<file path="src/rtl/sysid_pkg.sv">
// Shared constants for the system-ID register bank: word map, CAPS layout, CTRL bits.
package sysid_pkg;

  localparam int unsigned ADDR_W = 3;
  localparam int unsigned DATA_W = 32;
  localparam int unsigned BE_W   = 4;

  localparam logic [ADDR_W-1:0] ADDR_ID      = 3'd0;
  localparam logic [ADDR_W-1:0] ADDR_TSTAMP  = 3'd1;
  localparam logic [ADDR_W-1:0] ADDR_CAPS    = 3'd2;
  localparam logic [ADDR_W-1:0] ADDR_SCRATCH = 3'd3;
  localparam logic [ADDR_W-1:0] ADDR_UPT_LO  = 3'd4;
  localparam logic [ADDR_W-1:0] ADDR_UPT_HI  = 3'd5;
  localparam logic [ADDR_W-1:0] ADDR_CTRL    = 3'd6;

  localparam int unsigned CAPS_VER_LSB  = 16;
  localparam int unsigned CAPS_UPTW_LSB = 8;
  localparam int unsigned CAPS_UPT_BIT  = 0;

  localparam int unsigned CTRL_CLR_BIT = 0;
  localparam int unsigned READ_LATENCY = 1;

  // Byte-lane merge of a write into an existing 32-bit word.
  function automatic logic [DATA_W-1:0] be_merge(input logic [DATA_W-1:0] old_val,
                                                 input logic [DATA_W-1:0] wdata,
                                                 input logic [BE_W-1:0]   be);
    logic [DATA_W-1:0] res;
    res = old_val;
    for (int b = 0; b < int'(BE_W); b++) begin
      if (be[b]) res[8*b +: 8] = wdata[8*b +: 8];
    end
    return res;
  endfunction

endpackage

</file>
<file path="src/rtl/sysid_uptime_ctr.sv">
// Free-running uptime counter with synchronous clear and a high-half snapshot
// captured when the low half is read, so LO/HI pairs stay coherent.
module sysid_uptime_ctr #(
  parameter int unsigned UPTIME_W = 48
) (
  input  logic        clock,
  input  logic        reset_n,
  input  logic        clr,
  input  logic        snap,
  output logic [31:0] lo,
  output logic [31:0] hi_shadow
);

  logic [UPTIME_W-1:0]  cnt;
  logic [UPTIME_W-33:0] hi_q;

  always_ff @(posedge clock or negedge reset_n) begin
    if (!reset_n) begin
      cnt  <= '0;
      hi_q <= '0;
    end else begin
      cnt <= clr ? '0 : cnt + UPTIME_W'(1);
      if (snap) hi_q <= cnt[UPTIME_W-1:32];
    end
  end

  assign lo        = cnt[31:0];
  assign hi_shadow = 32'(hi_q);

endmodule

</file>
<file path="src/rtl/sysid_regbank.sv">
// Avalon-MM system-ID slave: ID, timestamp, CAPS, scratch and optional uptime counter.
// Uptime words 4..6 are built only when SYSID_UPTIME_EN is defined.
module sysid_regbank
  import sysid_pkg::*;
#(
  parameter logic [31:0] ID_VALUE     = 32'h0000_0000,
  parameter logic [31:0] TIMESTAMP    = 32'h0000_0000,
  parameter logic [15:0] VERSION      = 16'h0001,
  parameter logic [31:0] SCRATCH_INIT = 32'h0000_0000,
  parameter int unsigned UPTIME_W     = 48
) (
  input  logic        clock,
  input  logic        reset_n,
  input  logic [2:0]  address,
  input  logic        read,
  input  logic        write,
  input  logic [31:0] writedata,
  input  logic [3:0]  byteenable,
  output logic [31:0] readdata,
  output logic        readdatavalid
);

`ifdef SYSID_UPTIME_EN
  localparam bit UPT_EN = 1'b1;
`else
  localparam bit UPT_EN = 1'b0;
`endif

  localparam logic [31:0] CAPS_VAL =
      (32'(VERSION) << CAPS_VER_LSB)
    | (UPT_EN ? (32'(8'(UPTIME_W)) << CAPS_UPTW_LSB) : 32'h0)
    | (32'(UPT_EN) << CAPS_UPT_BIT);

  logic        wr_en_c;
  logic [31:0] scratch;
  logic [31:0] upt_lo_c;
  logic [31:0] upt_hi_c;
  logic [31:0] rdata_c;

  // A read in the same cycle wins; the write is dropped.
  assign wr_en_c = write & ~read;

  always_ff @(posedge clock or negedge reset_n) begin
    if (!reset_n) begin
      scratch <= SCRATCH_INIT;
    end else if (wr_en_c && address == ADDR_SCRATCH) begin
      scratch <= be_merge(scratch, writedata, byteenable);
    end
  end

`ifdef SYSID_UPTIME_EN
  logic clr_c;
  logic snap_c;

  assign clr_c  = wr_en_c && (address == ADDR_CTRL) && writedata[CTRL_CLR_BIT];
  assign snap_c = read && (address == ADDR_UPT_LO);

  sysid_uptime_ctr #(
    .UPTIME_W (UPTIME_W)
  ) u_upt (
    .clock     (clock),
    .reset_n   (reset_n),
    .clr       (clr_c),
    .snap      (snap_c),
    .lo        (upt_lo_c),
    .hi_shadow (upt_hi_c)
  );
`else
  assign upt_lo_c = 32'h0;
  assign upt_hi_c = 32'h0;
`endif

  always_comb begin
    rdata_c = 32'h0;
    case (address)
      ADDR_ID:      rdata_c = ID_VALUE;
      ADDR_TSTAMP:  rdata_c = TIMESTAMP;
      ADDR_CAPS:    rdata_c = CAPS_VAL;
      ADDR_SCRATCH: rdata_c = scratch;
      ADDR_UPT_LO:  rdata_c = upt_lo_c;
      ADDR_UPT_HI:  rdata_c = upt_hi_c;
      default:      rdata_c = 32'h0;
    endcase
  end

  // Fixed one-cycle read latency; readdata holds between reads.
  always_ff @(posedge clock or negedge reset_n) begin
    if (!reset_n) begin
      readdata      <= 32'h0;
      readdatavalid <= 1'b0;
    end else begin
      readdatavalid <= read;
      if (read) readdata <= rdata_c;
    end
  end

endmodule
</file>
<file path="config.mk">
export PLATFORM = sky130hd
export DESIGN_NAME = sysid_regbank
export DESIGN_NICKNAME = d
export VERILOG_FILES = /design/src/rtl/sysid_pkg.sv /design/src/rtl/sysid_uptime_ctr.sv /design/src/rtl/sysid_regbank.sv
export SDC_FILE = /design/constraint.sdc
export NUM_CORES = 1
export LEC_CHECK = 0
export ABC_AREA = 1
export CAP_MARGIN = 20
export CORE_AREA = 2 2 105 82
export CTS_CLUSTER_SIZE = 12
export DETAILED_ROUTE_END_ITERATION = 8
export DIE_AREA = 0 0 107 84
export GPL_TIMING_DRIVEN = 0
export HOLD_SLACK_MARGIN = 0.03
export PLACE_DENSITY_LB_ADDON = 0.15
export SLEW_MARGIN = 40
export SYNTH_ARGS = -nofsm -noshare
export SYNTH_HDL_FRONTEND = slang
export SYNTH_HIERARCHICAL = 1
export SYNTH_SLANG_ARGS = --single-unit
</file>
<file path="constraint.sdc">
create_clock -name clock -period 2.4 [get_ports clock]
set_clock_uncertainty 0.2 [all_clocks]
set_input_delay 0.6 -clock clock [delete_from_list [all_inputs] [get_ports clock]]
set_output_delay 0.6 -clock clock [all_outputs]
set_load 0.05 [all_outputs]
</file>
==> impl_metrics.tcl, run 1 <==
set metrics [dict create \
    required_ns 1.60 \
    cts_root_buf "clkbuf_8" \
    placed_cell_area_um2 3580 \
    vias 2175 \
    drv_slew 0 \
    die_w_um 107 \
    viasPerCell 4.51 \
    drc_errors 0 \
    ant_nets 0 \
    synth.avg_cell_area_um2 9.55 \
    post_cts_buffers 0 \
    status "completed" \
    core_area_um2 8090 \
    rsz0062_at_grt "no" \
    wirelength_um 6770 \
    wl_per_cell_um 14.1 \
    cts_made_buffers 9 \
    track_usage_pct 16.4 \
    nNetsFinal 412 \
    ctsLongestPathBuffers 2 \
    htreeDepth 3 \
    setup-violations-final 0 \
    num_antenna_cells 0 \
    yosys_warnings 6 \
    cp-end-kind "output pin" \
    worstPathCellList "clkdlybuf4s50_1" \
    critPathMaxFanout 2 \
    p_per_area_nw_per_um2 666 \
    ir_worst_vdd_mv 0.262 \
    grt_pass1_vias 2159 \
    io_pins 76 \
    slowest_delay_ns 0.82 \
    ff_latch_area_um2 1630 \
    grt_pass1_wl_um 11200 \
    grt_overflow_total 0 \
    slew_headroom_pct 64.6 \
    die_area_um2 8990 \
    syn-num-nets 328 \
    syn_area_um2 2720 \
    critPathTopFamily "buffers and inverters" \
    cp.arrival_ns 1.55 \
    syn2layout_area_growth_pct 38.9 \
    finalCritPeriodShare_pct 97.7 \
    min_period_ns 2.35 \
    clkTransAtPathRegs_ns 0.07 \
    stdcell_area_um2 3780 \
    multi_input_area_um2 926 \
    clock_latency_ns 0.34 \
    crit_type "reg2out" \
    cp-start-kind "flop" \
    max_cap_viol_count 0 \
    drt_iter0_markers 64 \
    drt_pre_antenna_iters 4 \
    initial_core_util_pct 33.6 \
    hold_class "reg2reg" \
    final_common_cell "nand2_1" \
    num_rows 29 \
    cp.buffers_inverters 1 \
    finalNonFillerCells 482 \
    ys_types 13 \
    port_buffers 71 \
    max_freq_mhz 426 \
    syn_inst 285 \
    synth-seq-cells 65 \
    die_y_um 84 \
    post-route-util_pct 46.7 \
    final_hold_viol_count 0 \
    drive_gt1_share_pct 10.4 \
    worst_pin_slew_ns 0.529 \
    dp.cells 465 \
    cts_tree "yes" \
    post-dp-hpwl_um 4580 \
    antenna_found_initial 0 \
    cellLeakagePower_nw 1.92 \
    routabilityCongestion 0.740 \
    critPathSlowestCell "clkdlybuf4s50_1" \
    cts_sinks 65 \
    tns_ns 0 \
    grt_max_degree 38 \
    seq_area_frac_synth_pct 59.8 \
    nFillCells 794 \
    final_cell_mix "159 x nand2_1, 68 x clkdlybuf4s50_1, 65 x dfrtp_1" \
]
## worst paths after layout
path | slack [ns] | startpoint | cells past startpoint | endpoint
max | 0.05 | readdata[30]$_DFFE_PN0P_ | 1 | readdata[30]
min | 0.27 | scratch[8]$_DFFE_PN0P_ | 2 | readdata[8]$_DFFE_PN0P_
min in group asynchronous | 0.53 | reset_n | 2 | readdata[2]$_DFFE_PN0P_
min reg2reg | 0.27 | scratch[8]$_DFFE_PN0P_ | 2 | readdata[8]$_DFFE_PN0P_
max in group asynchronous | 0.93 | reset_n | 3 | readdata[25]$_DFFE_PN0P_
max reg2reg | 1.52 | scratch[16]$_DFFE_PN0P_ | 2 | readdata[16]$_DFFE_PN0P_
## per-layer routing
metal | up-vias | track usage, % | routed length [um]
li1 | 1090 | - | -
met1 | 1020 | 22.4 | 3330
met5 | - | 0 | 0
met3 | 4 | 6.48 | 430
met4 | 0 | 4.60 | 42
met2 | 61 | 24.1 | 2970
## per-stage QoR
step	hold slack, ns	worst slack (ns)	power [W]
after detailed placement	0.254	0.0985	0.00169
final	0.268	0.0545	0.00252
after floorplan	0.104	0.907	0.00151
after global placement	0.250	-1.70	0.00168
after global routing	0.294	0.000257	0.00267
after CTS	0.271	0.0306	0.00256
## tightest hold or removal path, cell delays in order, from the launching register on
cell and delay (ns):
dfrtp_1 0.34, nand2_1 0.06, nand2_1 0.04
## cell families (layout without fill, tap and decap cells)
logic type,count (synthesis),count (layout),share of synthesized area [%]
flops,65,65,59.8
compound gates,1,1,0.184
buf+inv,19,108,6.21
simple gates,200,200,33.8
## layout make-up
cell class,instances,area share [%]
Buffer,16,4.17
Clock buffer,11,4.00
Clock inverter,5,0.794
Inverter,3,0.298
Multi-Input combinational cell,201,24.5
Sequential cell,65,43.0
Tap cell,108,3.57
Timing Repair Buffer,73,19.7
## state kept, by name, summed over array words and instances, names as in the netlist
signal	flops
readdata	32
readdatavalid	1
scratch	32
## cells in the mapped netlist
cell type	number	area, um2
nor2_4	2	22.5
o21ai_0	1	5.00
nand2_1	159	597
nand3_4	4	70.1
inv_1	2	7.51
nand3b_1	1	7.51
buf_6	13	146
nor2_1	1	3.75
dfrtp_1	65	1630
nand4_1	32	200
inv_2	1	3.75
clkbuf_1	3	11.3
nor2_8	1	20.0
## what timing repair did
item,CTS,global route
gates resized for setup,0,2
hold buffers,1,0
endpoints found under the hold margin,28,0
setup endpoints to repair,0,2
## power breakdown
group / leakage, nW / switching [W] / total [W] / internal [W]
clock: 0.0911 / 0.000427 / 0.000853 / 0.000425
combinational: 0.958 / 0.000227 / 0.000389 / 0.000162
sequential: 0.870 / 0.0000624 / 0.00128 / 0.00122
total: 1.92 / 0.000717 / 0.00252 / 0.00180
No activity file was read; power rests on OpenSTA's default activity.
==> inputs of run 2 (changes only) <==
- CAP_MARGIN: 20 -> default
==> results of run 2 <==
No change in the layout: final DEF, timing and power equal those of run 1.
==> inputs of run 3 (changes only) <==
- RECOVER_POWER: default -> 50
==> run 3 against run 2 <==
Sequential share of layout area is 0.56 points higher; critical path depth stayed put; final cell count stayed put; clock power hardly changed; maximum frequency hardly changed; power is 0.29% lower; flip-flop and latch count stayed put; register-to-register slack hardly changed; worst hold slack better by 0.00085 ns; combinational power is 2% lower.
==> impl_metrics.tcl, run 3 (synthesized netlist as in run 1, its figures left out) <==
set metrics [dict create \
    drc_errors 0 \
    die_w_um 107 \
    max_freq_mhz 426 \
    critPathTopFamily "buffers and inverters" \
    final_hold_viol_count 0 \
    clkTransAtPathRegs_ns 0.07 \
    worstPathCellList "clkdlybuf4s50_1" \
    final_common_cell "nand2_1" \
    finalCritPeriodShare_pct 97.8 \
    routabilityCongestion 0.740 \
    htreeDepth 3 \
    port_buffers 71 \
    min_from "scratch[29]$_DFFE_PN0P_" \
    wl_per_cell_um 14.0 \
    grt_util_met2_pct 24.1 \
    drive_gt1_share_pct 10.2 \
    max_cap_viol_count 0 \
    die_y_um 84 \
    p_per_area_nw_per_um2 673 \
    use_met1_pct 22.4 \
    rsz0062_at_grt "no" \
    ant_nets 0 \
    cp.buffers_inverters 1 \
    rr_startpoint "scratch[16]$_DFFE_PN0P_" \
    die_area_um2 8990 \
    nFillCells 801 \
    io_pins 76 \
    post-dp-hpwl_um 4580 \
    grt_max_degree 38 \
    antenna_found_initial 0 \
    cts_tree "yes" \
    crit_type "reg2out" \
    ctsLongestPathBuffers 2 \
    cts_root_buf "clkbuf_8" \
    cp-start-kind "flop" \
    worst_pin_slew_ns 0.740 \
    wirelength_um 6760 \
    min_period_ns 2.35 \
    cp.arrival_ns 1.55 \
    status "completed" \
    core_area_um2 8090 \
    critPathSlowestCell "clkdlybuf4s50_1" \
    final_cell_mix "159 x nand2_1, 67 x clkdlybuf4s50_1, 65 x dfrtp_1" \
    nNetsFinal 412 \
    grt_overflow_total 0 \
    grt-busiest-layer "met2" \
    vias 2182 \
    cp-end-kind "output pin" \
    finalNonFillerCells 482 \
    cts_made_buffers 9 \
    critPathMaxFanout 2 \
    hold_class "reg2reg" \
    track_usage_pct 16.4 \
    cts_sinks 65 \
    grt_pass1_vias 2159 \
    reg_top3 "readdata x32, scratch x32, readdatavalid x1" \
    grt_util_met3_pct 6.48 \
    drt_iter0_markers 75 \
    viasPerCell 4.53 \
    num_rows 29 \
    grt_pass1_wl_um 11200 \
    ir_worst_vdd_mv 0.262 \
    reg2reg_slack_ns 1.51 \
    slowest_delay_ns 0.82 \
    setup-violations-final 0 \
    clock_latency_ns 0.34 \
    drv_slew 0 \
    num_antenna_cells 0 \
    syn2layout_area_growth_pct 37.1 \
    initial_core_util_pct 33.6 \
    timing.hold.ws_ns 0.269 \
    required_ns 1.60 \
    drt_pre_antenna_iters 4 \
    slew_headroom_pct 50.6 \
    dp.cells 465 \
    cellLeakagePower_nw 1.91 \
    cp-startpoint "readdata[30]$_DFFE_PN0P_" \
]
[run 3: layer usage]
| metal | part of all wire [%] | vias to the layer above |
|---|---|---|
| li1 | - | 1090 |
| met1 | 49 | 1024 |
| met2 | 44 | 64 |
| met3 | 6.7 | 4 |
| met4 | 0.62 | 0 |
| met5 | 0 | - |
[run 3: final timing paths]
kind | end | depth (start not counted)
setup / recovery | readdata[30] | 1
hold / removal | readdata[29]$_DFFE_PN0P_ | 2
setup reg to reg | readdata[16]$_DFFE_PN0P_ | 2
hold reg to reg | readdata[29]$_DFFE_PN0P_ | 2
max in group asynchronous | readdata[25]$_DFFE_PN0P_ | 3
min in group asynchronous | readdata[13]$_DFFE_PN0P_ | 2
[run 3: area by class of cell]
cell class                      instances  area [um2]  area share, %
Buffer                                 16         151           4.06
Timing Repair Buffer                   73         728           19.5
Clock inverter                          5        30.0          0.805
Sequential cell                        65        1630           43.6
Clock buffer                           11         151           4.06
Tap cell                              108         135           3.62
Inverter                                3        11.3          0.302
Multi-Input combinational cell        201         898           24.1
[run 3: through the flow]
stage / total power (W) / utilization, % / cell area [um2] / setup WS (ns) / TNS (ns)
global placement: 0.00168 / 44.1 / 3570 / -1.70 / -110.12
floorplan: 0.00151 / - / 2720 / 0.907 / 0
CTS: 0.00256 / 46.7 / 3780 / 0.0306 / 0
finish: 0.00251 / 46.1 / 3730 / 0.0530 / 0
global route: 0.00266 / 46.1 / 3730 / 0.000257 / 0
detailed placement: 0.00169 / 44.3 / 3580 / 0.0985 / 0
[run 3: report_power, final]
part | switching (W) | total (W) | internal [W]
Sequential | 0.0000626 | 0.00128 | 0.00122
Clock | 0.000429 | 0.000854 | 0.000425
Combinational | 0.000224 | 0.000381 | 0.000157
Total | 0.000715 | 0.00251 | 0.00180
[run 3: repair_timing]
item	CTS	global route
resized for setup	0	2
endpoints found under the setup margin	0	2
hold buffers	1	0
setup buffers	0	0
hold endpoints to repair	28	0
